**config.mk**
```make
export PLATFORM = sky130hd
export DESIGN_NAME = pipe_addsub_flat
export DESIGN_NICKNAME = d
export VERILOG_FILES = /design/src/rtl/pipe_addsub_if.sv /design/src/rtl/pipe_addsub.sv /design/src/flat_wrapper.sv
export SDC_FILE = /design/constraint.sdc
export NUM_CORES = 1
export LEC_CHECK = 0
export ABC_CLOCK_PERIOD_IN_PS = 2900
export BUFFER_PORTS_ARGS = -buffer_cell sky130_fd_sc_hd__buf_2
export CAP_MARGIN = 5
export CORE_MARGIN = 2
export CORE_UTILIZATION = 50
export DETAILED_ROUTE_END_ITERATION = 7
export PLACE_DENSITY = 0.72
export SYNTH_ARGS = -nofsm -noshare
export SYNTH_HDL_FRONTEND = slang
export SYNTH_SLANG_ARGS = --single-unit
export TNS_END_PERCENT = 10
```
**constraint.sdc**
```tcl
create_clock -name clk -period 2.9 [get_ports clk]
set_input_delay 0.435 -clock clk [delete_from_list [all_inputs] [get_ports clk]]
set_output_delay 0.435 -clock clk [all_outputs]
set_load 0.01 [all_outputs]
```
**src/rtl/pipe_addsub_if.sv**
```systemverilog
// Operand/result stream bundle for pipe_addsub: valid/ready operand side and
// valid/ready result side.
interface pipe_addsub_if #(
    parameter int unsigned WIDTH = 16
);
    logic             in_valid;
    logic             in_ready;
    logic [WIDTH-1:0] a;
    logic [WIDTH-1:0] b;
    logic             cin;
    logic             sub;
    logic             out_valid;
    logic             out_ready;
    logic [WIDTH-1:0] s;
    logic             cout;
    logic             ovf;

    modport master (
        output in_valid, a, b, cin, sub, out_ready,
        input  in_ready, out_valid, s, cout, ovf
    );

    modport slave (
        input  in_valid, a, b, cin, sub, out_ready,
        output in_ready, out_valid, s, cout, ovf
    );
endinterface

```
**src/rtl/pipe_addsub.sv**
```systemverilog
// Pipelined two's-complement adder/subtractor: the carry chain is cut into SEG
// registered chunks, one chunk resolved per stage, with a single global stall.
module pipe_addsub #(
    parameter int unsigned WIDTH = 16,
    parameter int unsigned SEG   = 4
) (
    input  logic         clk,
    input  logic         rst,
    pipe_addsub_if.slave bus
);
    localparam int unsigned CW = WIDTH / SEG;

    logic w_en;

    for (genvar k = 0; k < SEG; k++) begin : g_stage
        // IW: operand bits not yet summed on entry; DW: result bits known on exit
        localparam int unsigned IW = WIDTH - k * CW;
        localparam int unsigned DW = (k + 1) * CW;

        logic [IW-1:0] w_op_a;
        logic [IW-1:0] w_op_b;
        logic          w_c_in;
        logic          w_v_in;
        logic [CW:0]   w_chunk;
        logic [DW-1:0] w_sum;

        logic          r_valid;
        logic          r_c;
        logic [DW-1:0] r_sum;

        if (k == 0) begin : g_src
            assign w_op_a = bus.a;
            assign w_op_b = bus.b ^ {WIDTH{bus.sub}};
            assign w_c_in = bus.cin ^ bus.sub;
            assign w_v_in = bus.in_valid;
            assign w_sum  = w_chunk[CW-1:0];
        end else begin : g_src
            assign w_op_a = g_stage[k-1].g_rest.r_a;
            assign w_op_b = g_stage[k-1].g_rest.r_b;
            assign w_c_in = g_stage[k-1].r_c;
            assign w_v_in = g_stage[k-1].r_valid;
            assign w_sum  = {w_chunk[CW-1:0], g_stage[k-1].r_sum};
        end

        assign w_chunk = {1'b0, w_op_a[CW-1:0]} + {1'b0, w_op_b[CW-1:0]}
                       + {{CW{1'b0}}, w_c_in};

        always_ff @(posedge clk) begin
            if (rst) begin
                r_valid <= 1'b0;
                r_c     <= 1'b0;
                r_sum   <= '0;
            end else if (w_en) begin
                r_valid <= w_v_in;
                r_c     <= w_chunk[CW];
                r_sum   <= w_sum;
            end
        end

        if (k < SEG - 1) begin : g_rest
            logic [IW-CW-1:0] r_a;
            logic [IW-CW-1:0] r_b;

            always_ff @(posedge clk) begin
                if (rst) begin
                    r_a <= '0;
                    r_b <= '0;
                end else if (w_en) begin
                    r_a <= w_op_a[IW-1:CW];
                    r_b <= w_op_b[IW-1:CW];
                end
            end
        end else begin : g_tail
            logic w_c_msb;
            logic r_ovf;

            // Carry into the MSB recovered from the MSB's own sum bit and operands.
            assign w_c_msb = w_op_a[IW-1] ^ w_op_b[IW-1] ^ w_chunk[CW-1];

            always_ff @(posedge clk) begin
                if (rst) begin
                    r_ovf <= 1'b0;
                end else if (w_en) begin
                    r_ovf <= w_c_msb ^ w_chunk[CW];
                end
            end
        end
    end

    assign w_en          = ~g_stage[SEG-1].r_valid | bus.out_ready;
    assign bus.in_ready  = w_en & ~rst;
    assign bus.out_valid = g_stage[SEG-1].r_valid;
    assign bus.s         = g_stage[SEG-1].r_sum;
    assign bus.cout      = g_stage[SEG-1].r_c;
    assign bus.ovf       = g_stage[SEG-1].g_tail.r_ovf;
endmodule

```
**src/flat_wrapper.sv**
```systemverilog
// flat-port wrapper written by rule: the top's interface ports become plain ports
module pipe_addsub_flat 
#(
    parameter int unsigned WIDTH = 16,
    parameter int unsigned SEG   = 4
)
  (clk, rst, bus_in_valid, bus_a, bus_b, bus_cin, bus_sub, bus_out_ready, bus_in_ready, bus_out_valid, bus_s, bus_cout, bus_ovf);
  pipe_addsub_if #(.WIDTH(WIDTH)) bus_i ();
  input  logic clk;
  input  logic rst;
  input wire logic [$bits(bus_i.in_valid)-1:0] bus_in_valid;
  input wire logic [$bits(bus_i.a)-1:0] bus_a;
  input wire logic [$bits(bus_i.b)-1:0] bus_b;
  input wire logic [$bits(bus_i.cin)-1:0] bus_cin;
  input wire logic [$bits(bus_i.sub)-1:0] bus_sub;
  input wire logic [$bits(bus_i.out_ready)-1:0] bus_out_ready;
  output wire logic [$bits(bus_i.in_ready)-1:0] bus_in_ready;
  output wire logic [$bits(bus_i.out_valid)-1:0] bus_out_valid;
  output wire logic [$bits(bus_i.s)-1:0] bus_s;
  output wire logic [$bits(bus_i.cout)-1:0] bus_cout;
  output wire logic [$bits(bus_i.ovf)-1:0] bus_ovf;
  assign bus_i.in_valid = bus_in_valid;
  assign bus_i.a = bus_a;
  assign bus_i.b = bus_b;
  assign bus_i.cin = bus_cin;
  assign bus_i.sub = bus_sub;
  assign bus_i.out_ready = bus_out_ready;
  assign bus_in_ready = bus_i.in_ready;
  assign bus_out_valid = bus_i.out_valid;
  assign bus_s = bus_i.s;
  assign bus_cout = bus_i.cout;
  assign bus_ovf = bus_i.ovf;
  pipe_addsub #(.WIDTH(WIDTH), .SEG(SEG)) u_core (.clk(clk), .rst(rst), .bus(bus_i));
endmodule
```
======== Yosys cells after proc, flatten, opt, wreduce, memory -nomap -nowiden ========
Index checks and enable logic that the tools add are counted.
storage, ports and cells
  register bits ........................... 97
  bits of input ports ..................... 38
  output and inout port bits .............. 20
  word-level logic and storage cells ...... 36
cells by class
  add/sub/neg operators ................... 8
  bitwise gates (word level) .............. 9
operators by type and width
  kind            count
  $add 4x4->5     4
  $add 5x1->5     4
  $xor 16x16->16  1
  $xor 1x1->1     4
  $not 1->1       2
  $and 1x1->1     1
  $or 1x1->1      1

======== Logic depth before layout (Yosys ltp) ========
Gate-level depths: netlist of run 1.
  depth in word-level cells ............... 4
  mapped depth ............................ 9
  gate-level depth less buffers ........... 7

======== Worst setup path before layout of run 1 ========
OpenSTA, ideal clock, no wires.
  kind .................................... input-to-reg
  start ................................... in bus_sub
  end ..................................... reg u_core.g_stage[0].r_c
  setup time .............................. 0.125 ns
  arrival time ............................ 2.042 ns
  required time ........................... 2.775 ns
  setup slack ............................. 0.733 ns
  stages on the path ...................... 9
  buffers on the path ..................... 2
  cells stage by stage .................... buf_4 > buf_6 > xnor2_1 > fa_1 > inv_1 > fa_1 > a21o_1 > a211oi_1 > a211oi_1
between the ends
  cells in the longest elaborated chain, start to end .. 3
  elaborated cells between the ends (all ways) .. 4
  those cells by class .................... add/sub: 2; bitwise: 2
ends and longest elaborated chain
  what                    line                text
  start: declaration      flat_wrapper.sv:15  input wire logic [$bits(bus_i.sub)-1:0] bus_sub;
  $xor 16x16->16          pipe_addsub.sv:33   assign w_op_b = bus.b ^ {WIDTH{bus.sub}};
  $add 4x4->5             pipe_addsub.sv:45   assign w_chunk = {1'b0, w_op_a[CW-1:0]} + {1'b0, w_op_b[CW-1:0]}
  $add 5x1->5 *           pipe_addsub.sv:46   + {{CW{1'b0}}, w_c_in};
  end signal: assignment  pipe_addsub.sv:55   r_c <= w_chunk[CW];
  end: declaration        pipe_addsub.sv:28   logic r_c;
Mark *: on every way between the ends. The rest lies on a longest branch, timed or not.
A chain may end at the register's enable or synchronous reset.

======== Worst setup path after layout of run 1 ========
  start ................................... reg u_core.g_stage[3].r_valid (netlist: u_core.bus.out_valid)
  end ..................................... out bus_in_ready
between the ends
  cells in the longest elaborated chain, start to end .. 3
ends and longest elaborated chain
  what                      line                text
  start: declaration        pipe_addsub.sv:27   logic r_valid;
  start signal: assignment  pipe_addsub.sv:54   r_valid <= w_v_in;
  $not 1->1                 pipe_addsub.sv:90   assign w_en = ~g_stage[SEG-1].r_valid | bus.out_ready;
  $or 1x1->1                pipe_addsub.sv:90
  $and 1x1->1               pipe_addsub.sv:91   assign bus.in_ready = w_en & ~rst;
  end: declaration          flat_wrapper.sv:17  output wire logic [$bits(bus_i.in_ready)-1:0] bus_in_ready;
No other way between the ends.

==> results of run 1 <==
[area by class of cell]
class	count	share of cell area
flip-flops and latches	97	0.419
multi-input cells	338	0.416
repair buffers	65	0.0751
clock buffers	12	0.0335
well taps	105	0.0283
clock inverters	4	0.0162
inverters	15	0.0121
[registers in the layout, summed over array words and instances, names as in the netlist]
| signal | count |
|---|---|
| u_core.g_stage.r_sum | 24 |
| u_core.bus.out_valid | 1 |
| u_core.g_stage.g_rest.r_a | 24 |
| u_core.bus.s | 16 |
| u_core.g_stage.g_rest.r_b | 24 |
| u_core.bus.ovf | 1 |
| u_core.g_stage.r_c | 3 |
| u_core.g_stage.r_valid | 3 |
| u_core.bus.cout | 1 |
[cells in the mapped netlist (5+ instances only)]
master    instances
a211oi_1         20
a211oi_2          5
a21oi_1          69
buf_2            13
buf_4             5
buf_6             9
dfxtp_1          97
fa_1              8
ha_1             12
inv_1            15
nand2_1         134
nand3b_1          6
nor2_1           30
o21ai_0           5
xnor2_1          16
xor2_1            5
[worst min-delay path by stage]
stage	start	end	slack, ns	cells after the start
after floorplan	u_core.g_stage[0].g_rest.r_a[0]	u_core.g_stage[0].g_rest.r_a[0]	0.43	2
after global placement	u_core.g_stage[2].r_valid	u_core.g_stage[2].r_valid	0.44	2
after detailed placement	u_core.bus.s[9]	u_core.bus.s[9]	0.44	2
after CTS	bus_in_valid	u_core.g_stage[0].r_valid	0.30	3
after global routing	bus_a[13]	u_core.g_stage[0].g_rest.r_a[9]	0.30	3
final	bus_in_valid	u_core.g_stage[0].r_valid	0.31	3
[stage by stage]
step	hold WS, ns	util
6_report	0.310	0.570
5_1_grt	0.303	0.570
4_1_cts	0.298	0.570
3_5_place_dp	0.441	0.541
3_3_place_gp	0.439	0.541
2_1_floorplan	0.432	-
[worst register-to-register path, stage by stage (launching register included)]
cell and delay, ns:
dfxtp_1 0.33, inv_1 0.06, fa_1 0.48, fa_1 0.42, nor2b_1 0.17, o21ai_0 0.11
a211oi_1 0.20
[cell families after synthesis]
family	count (synthesis)
adders and majority gates	20
and+or+nand+nor	190
buffers and inverters	49
AOI/OAI and AO/OA	107
xor gates and xnor gates	21
DFF	97
[power by group through the flow]
stage,combinational (mW),clock [mW],sequential (mW)
after global placement,0.276,0,1.49
after global routing,0.327,1.06,1.48
final,0.285,0.977,1.46
after floorplan,0.207,0,1.49
after detailed placement,0.285,0,1.50
after CTS,0.287,1.00,1.47
[per-layer routing]
metal,vias to the layer above,GRT usage
li1,1664,-
met1,1421,0.247
met2,77,0.281
met3,8,0.0348
met4,0,0.0676
met5,-,0
==> results_dict.tcl, run 1 <==
set metrics [dict create \
    critPathMaxFanout 48 \
    top_layer_used "met4" \
    grt_pass1_vias 2839 \
    gp_congestion 0.787 \
    fin_crit_sh 0.697 \
    comb_power_share 0.104 \
    syn2layout_area_growth_pct 11.5 \
    yosys-top-cells-area "dfxtp_1, nand2_1, a21oi_1, fa_1, a211oi_1" \
    drive_gt1_frac 0.166 \
    die-area_um2 9060 \
    viasPerCell 4.98 \
    hold_buffers 0 \
    power.share.switching 0.235 \
    syn_area_per_cell_um2 8.59 \
    drc 0 \
    clkTransAtPathRegs_ns 0.09 \
    max_freq_mhz 495 \
    synth.cell_area_um2 4160 \
    synthArstFlopShare 0 \
    powerDensity_nw_per_um2 588 \
    clockPowerShare 0.358 \
    yosys.area.top_type_share 0.467 \
    cp_num_cells 3 \
    crit_path_max_incr_delay_ns 0.54 \
    synth.distinct_cells 29 \
    p_int_mw 2.09 \
    boundaryPins 58 \
    synth_mux_area_frac 0 \
    cts_buffer_depth 2 \
    regArea_um2 1940 \
    post_cts_buffers 0 \
    firstDrtPassIters 5 \
    place_ws_ns 0.701 \
    clk_latency_ns 0.35 \
    cts_num_sinks 97 \
    p_leak_nw 1.94 \
    yosysWarnings 0 \
    fillers 753 \
    start_util 0.511 \
    cts_buffers 9 \
    cts_root_buf "clkbuf_8" \
    cts_tree "built" \
    setup_viol 0 \
    reg2reg_to "u_core.g_stage[2].r_c" \
    synth_top_family_by_area "simple AND/OR/NAND/NOR gates" \
    first_iter_violations 178 \
    antenna_found_initial 0 \
    totalNegativeSetupSlack_ns 0 \
    hold_viol_final 0 \
    synth_ff_type "dfxtp_1" \
    layout_setup_ws_ns 0.878 \
    grt_usage 0.180 \
    cp.required_ns 2.47 \
    multi_input_area_um2 1930 \
    ant_nets 0 \
    total_power_mw 2.73 \
    cts_htree_levels 3 \
    criticalPathCategory "register to primary output" \
    chipWidth_um 95.2 \
    worst_pin_slew_ns 0.559 \
    post-route-cell-area_um2 4630 \
    cp_cell_sequence "and2b_4 -> nor2_1 -> buf_2" \
    yosysTopAreaCell "dfxtp_1" \
    slew_violations 0 \
    period_minus_slack_ns 2.02 \
    synth-xor-area-share 0.0443 \
    layout.nets 584 \
    grt_max_degree 49 \
    status "finished clean" \
    end_kind "primary output" \
    crit_family "simple AND/OR/NAND/NOR gates" \
    finClkSkew_ns 0.0101 \
    wire_per_inst_um 12.0 \
    crit_path_top_delay_cell "and2b_4" \
    r2r_start "u_core.g_stage[1].g_rest.r_b[0]" \
    syn_nets 542 \
    core-area_um2 8130 \
    wirelength_um 7610 \
    synth-simple-area-share 0.190 \
    startpoint_type "register" \
    rows 33 \
    grt_pass1_wl_um 12900 \
    hpwl_um 5160 \
    synth_compound_gate_area_share 0.155 \
    grt-ovfl-total 0 \
    via_count 3170 \
    dp.cells 620 \
    share_seq_of_total_power 0.537 \
    numPortBuffers 57 \
    synth_edf_count 0 \
    p_sw_mw 0.640 \
    hp-class "input pin to register" \
    ys_ff_latch 97 \
    m1WireLength_um 3670 \
    reg2regPathDepth 6 \
    die_height_um 95.2 \
    n_antenna_cell 0 \
    rsz0062_at_grt "false" \
    cap_violations 0 \
    mostFrequentLayoutCells "nand2_1, dfxtp_1, a21oi_1, buf_2, nor2_1" \
    syn_inst 484 \
    ir_drop_mv 0.279 \
    slew_headroom 0.628 \
    critPathLaunch "u_core.bus.out_valid" \
    r2r_slack_ns 1.06 \
    worst_ep_arrival_time_ns 1.59 \
    synth_fa_ha_area_frac 0.0747 \
    final_common_cell "nand2_1" \
    wl_met3_um 404 \
    dpl_cell_area_um2 4400 \
    stdcell_count 636 \
    cts_resized 0 \
    critical_path_buf_inv_count 1 \
    crit_end "bus_in_ready" \
    ys_seq_area_frac 0.467 \
    met2_length_um 3460 \
]
Power figures use the tool's default switching activity.
==> run 2, diff against run 1 <==
- ABC_CLOCK_PERIOD_IN_PS: 2900 -> 1700
- PLACE_DENSITY: 0.72 -> 0.75
- clock period: 2.9 -> 1.7 ns (I/O delays scaled with it)
==> results_dict.tcl, run 2 (synthesis results as in run 1) <==
set metrics [dict create \
    rows 33 \
    crit_path_max_incr_delay_ns 0.41 \
    wirelength_um 8240 \
    cpMostUsedCell "fa_2" \
    cts_root_buf "clkbuf_8" \
    ant_nets 0 \
    hp-class "input pin to register" \
    grt_pass1_wl_um 13800 \
    boundaryPins 58 \
    grt_pass1_vias 2997 \
    ir_drop_mv 0.489 \
    first_iter_violations 123 \
    wire_per_inst_um 12.8 \
    p_leak_nw 2.02 \
    die-area_um2 9060 \
    reg2regPathDepth 6 \
    criticalPathCategory "register to register" \
    status "finished, violations left" \
    top_layer_used "met4" \
    slew_violations 0 \
    dpl_cell_area_um2 4550 \
    rsz0062_at_grt "true" \
    place_ws_ns -0.231 \
    cp.required_ns 1.97 \
    fin_crit_sh 1.01 \
    cts_num_sinks 97 \
    worst_ep_arrival_time_ns 1.99 \
    hold_depth 3 \
    total_power_mw 4.58 \
    layout.nets 593 \
    grt-ovfl-total 0 \
    firstDrtPassIters 4 \
    cap_violations 0 \
    fin_hold_ws_ns 0.129 \
    cts_buffers 9 \
    core-area_um2 8130 \
    startpoint_type "register" \
    viasPerCell 5.06 \
    die_height_um 95.2 \
    clkTransAtPathRegs_ns 0.09 \
    syn2layout_area_growth_pct 15.9 \
    critical_path_buf_inv_count 1 \
    final_common_cell "nand2_1" \
    grt_max_degree 39 \
    met2_length_um 3790 \
    cp_num_cells 6 \
    worst_pin_slew_ns 0.414 \
    setup_viol 1 \
    mostFrequentLayoutCells "nand2_1, dfxtp_1, a21oi_1, buf_2, nor2_1" \
    hold_viol_final 0 \
    via_count 3252 \
    gp_congestion 0.835 \
    reg.largest.list "u_core.g_stage.g_rest.r_a: 24 flops, u_core.g_stage.g_rest.r_b: 24 flops, u_core.g_stage.r_sum: 24 flops" \
    drive_gt1_frac 0.223 \
    clk_latency_ns 0.36 \
    slew_headroom 0.724 \
    period_minus_slack_ns 1.72 \
    finClkSkew_ns 0.0112 \
    chipWidth_um 95.2 \
    start_util 0.511 \
    totalNegativeSetupSlack_ns -0.0214 \
    wl_met3_um 297 \
    fillers 714 \
    crit_path_top_delay_cell "fa_2" \
    antenna_found_initial 0 \
    crit_family "adder cells" \
    grt_usage 0.197 \
    drc 0 \
    cts_htree_levels 3 \
    cp_cell_sequence "inv_2 -> fa_2 -> fa_2 -> nor2b_2 -> o21ai_2 -> a211oi_2" \
    critPathMaxFanout 2 \
    m1WireLength_um 4000 \
    violations "setup timing" \
    n_antenna_cell 0 \
    hpwl_um 5700 \
    end_kind "register" \
    post-route-cell-area_um2 4820 \
    powerDensity_nw_per_um2 951 \
    cts_buffer_depth 2 \
    max_freq_mhz 581 \
    layout_setup_ws_ns -0.0214 \
    cts_tree "built" \
    numPortBuffers 57 \
]
[run 2: where the power goes]
group	internal, mW	switching (mW)
clock	0.814	0.721
combinational	0.261	0.280
sequential	2.42	0.0805
[run 2: through the flow]
| step | std cells | utilization |
|---|---|---|
| 2_1_floorplan | 484 | - |
| 3_3_place_gp | 628 | 0.559 |
| 3_5_place_dp | 628 | 0.559 |
| 4_1_cts | 642 | 0.587 |
| 5_1_grt | 643 | 0.592 |
| 6_report | 643 | 0.592 |
[run 2: cell type report]
class / instances / area [um^2] / area share
clock buffers: 11 / 131 / 0.0273
repair buffers: 74 / 453 / 0.0940
well taps: 105 / 131 / 0.0273
inverters: 15 / 56.3 / 0.0117
multi-input cells: 338 / 2030 / 0.421
clock inverters: 3 / 67.6 / 0.0140
flip-flops and latches: 97 / 1950 / 0.404
[run 2: final timing paths]
| check | startpoint | to | slack [ns] |
|---|---|---|---|
| hold / removal | bus_in_valid | u_core.g_stage[0].r_valid | 0.13 |
| setup reg to reg | u_core.g_stage[1].g_rest.r_a[0] | u_core.g_stage[2].r_c | -0.02 |
| setup / recovery | u_core.g_stage[1].g_rest.r_a[0] | u_core.g_stage[2].r_c | -0.02 |
| hold reg to reg | u_core.bus.s[0] | u_core.bus.s[0] | 0.45 |
[run 2: layer usage]
layer,global-route usage,vias to the layer above
met5,0,-
met4,0.0833,0
met3,0.0292,13
met2,0.312,60
met1,0.267,1495
li1,-,1684
[run 2: worst register-to-register path, cell delays in order (launching register included)]
cell and delay, ns:
dfxtp_2 0.35, inv_2 0.05, fa_2 0.41, fa_2 0.38
nor2b_2 0.15, o21ai_2 0.07, a211oi_2 0.23
[run 2: timing repair]
action                     4_1_cts  5_1_grt
gates resized for setup          8       15
buffers inserted                 0        1
setup endpoints to repair        4        5
hold buffers                     0        0
pin swaps                        1        8
==> run 3, diff against run 2 <==
- ABC_AREA: not set -> 1
- CORE_ASPECT_RATIO: not set -> 0.7
==> results_dict.tcl, run 3 <==
set metrics [dict create \
    drc 0 \
    synthArstFlopShare 0 \
    cpMostUsedCell "fa_1" \
    criticalPathCategory "register to register" \
    layout.nets 624 \
    layout_setup_ws_ns 0.0940 \
    cts_htree_levels 3 \
    ys_seq_area_frac 0.470 \
    status "finished clean" \
    stdcell_count 672 \
    slew_violations 0 \
    syn_area_per_cell_um2 7.98 \
    die_height_um 80.1 \
    firstDrtPassIters 4 \
    synth_ff_type "dfxtp_1" \
    cp.required_ns 1.93 \
    grt-ovfl-total 0 \
    mostFrequentLayoutCells "nor2_1, dfxtp_1, o21ai_0, buf_2, nand2_1" \
    top_layer_used "met4" \
    regArea_um2 1950 \
    grt_pass1_vias 3205 \
    total_power_mw 5.05 \
    rsz0062_at_grt "true" \
    yosys.area.top_type_share 0.470 \
    first_iter_violations 205 \
    die-area_um2 9030 \
    hpwl_um 5630 \
    via_count 3383 \
    synthMostInstantiatedCell "nor2_1" \
    yosys-top-cells-area "dfxtp_1, nor2_1, o21ai_0, a21oi_1, fa_1" \
    cts_buffers 9 \
    ir_drop_mv 0.681 \
    reg.largest.list "u_core.g_stage.g_rest.r_a: 24 flops, u_core.g_stage.g_rest.r_b: 24 flops, u_core.g_stage.r_sum: 24 flops" \
    grt_usage 0.193 \
    yosysTopAreaCell "dfxtp_1" \
    synth_edf_count 0 \
    dpl_cell_area_um2 4490 \
    cts_root_buf "clkbuf_16" \
    chipWidth_um 113 \
    ys_ff_latch 97 \
    max_freq_mhz 623 \
    cts_buffer_depth 2 \
    p_leak_nw 2.36 \
    hold_buffers 0 \
    clk_latency_ns 0.34 \
    fin_crit_sh 0.945 \
    drive_gt1_frac 0.194 \
    fin_hold_ws_ns 0.142 \
    syn2layout_area_growth_pct 17.0 \
    wl_met3_um 473 \
    wire_per_inst_um 12.5 \
    synth.cell_area_um2 4140 \
    wirelength_um 8400 \
    powerDensity_nw_per_um2 1040 \
    syn_inst 518 \
    final_common_cell "nor2_1" \
    gp_congestion 0.818 \
    hold_viol_final 0 \
    yosysWarnings 0 \
    crit_path_top_delay_cell "fa_1" \
    dp.cells 653 \
    cp_cell_sequence "inv_1 -> fa_1 -> inv_2 -> fa_1 -> o21ai_1 -> nor2_1" \
    synth.top_cells.by_count "nor2_1, dfxtp_1, o21ai_0" \
    finClkSkew_ns 0.00650 \
    syn_nets 576 \
    m1WireLength_um 4140 \
    startpoint_type "register" \
    n_antenna_cell 0 \
    worst_ep_arrival_time_ns 1.84 \
    critPathMaxFanout 2 \
    setup_viol 0 \
    viasPerCell 5.03 \
    grt_max_degree 81 \
    numPortBuffers 57 \
    cap_violations 0 \
    hp-class "input pin to register" \
    grt_pass1_wl_um 14000 \
    cts_num_sinks 97 \
    period_minus_slack_ns 1.61 \
    clkTransAtPathRegs_ns 0.07 \
    totalNegativeSetupSlack_ns 0 \
    slew_headroom 0.721 \
    crit_path_max_incr_delay_ns 0.43 \
    final_util 0.609 \
    core-area_um2 7940 \
    antenna_found_initial 0 \
    crit_family "adder cells" \
    critical_path_buf_inv_count 2 \
    cts_tree "built" \
    met2_length_um 3680 \
    post-route-cell-area_um2 4840 \
    synth.distinct_cells 23 \
    multi_input_area_um2 1910 \
    boundaryPins 58 \
    rows 27 \
    place_ws_ns -0.0418 \
    fillers 702 \
    worst_pin_slew_ns 0.414 \
    ant_nets 0 \
    end_kind "register" \
    start_util 0.521 \
]
run 3: changes by cell type after synthesis, moves of 5 or more:
cell      change
a21oi_1      -36
buf_2         -6
a211oi_2      -5
inv_1        +19
o21ai_1       +7
nand2_1      -96
nor2_1       +95
clkbuf_1      +9
or2_2         +8
a211oi_1     -20
o21ai_0      +85
run 3: path summary, 6_finish.rpt:
kind | startpoint | to | slack [ns] | depth (start not counted)
max | u_core.g_stage[0].g_rest.r_b[0] | u_core.g_stage[1].r_sum[5] | 0.09 | 6
min | rst | u_core.bus.out_valid | 0.14 | 2
max reg2reg | u_core.g_stage[0].g_rest.r_b[0] | u_core.g_stage[1].r_sum[5] | 0.09 | 6
min reg2reg | u_core.g_stage[2].r_sum[11] | u_core.bus.s[11] | 0.45 | 2
run 3: per-layer routing:
layer,vias up,GRT usage
met3,9,0.0642
met2,74,0.319
li1,1768,-
met1,1532,0.243
met5,-,0
met4,0,0.0585
run 3: power breakdown:
part / total (mW) / internal, mW / switching, mW / leakage, nW
sequential: 2.54 / 2.45 / 0.0871 / 0.800
combinational: 0.581 / 0.261 / 0.320 / 1.43
clock: 1.93 / 1.08 / 0.853 / 0.130
run 3: cell families (layout without fill, tap and decap cells):
group                      after synthesis  after routing  share of synthesized area
buffers and inverters                   68            121                     0.0796
xor gates and xnor gates                16             16                     0.0339
adders and majority gates               20             20                     0.0750
DFF                                     97             97                      0.470
and+or+nand+nor                        182            182                      0.177
AOI/OAI and AO/OA                      135            135                      0.165
run 3: area by class of cell:
| cell class | count | share of cell area |
|---|---|---|
| repair buffers | 69 | 0.0890 |
| clock inverters | 5 | 0.00802 |
| inverters | 36 | 0.0279 |
| clock buffers | 11 | 0.0522 |
| multi-input cells | 353 | 0.395 |
| flip-flops and latches | 97 | 0.402 |
| well taps | 101 | 0.0261 |
run 3: timing repair:
item                       in CTS  in global routing
gates resized for setup         0                 10
setup buffers                   0                  2
setup endpoints to repair       0                  6
hold endpoints to repair        0                  0
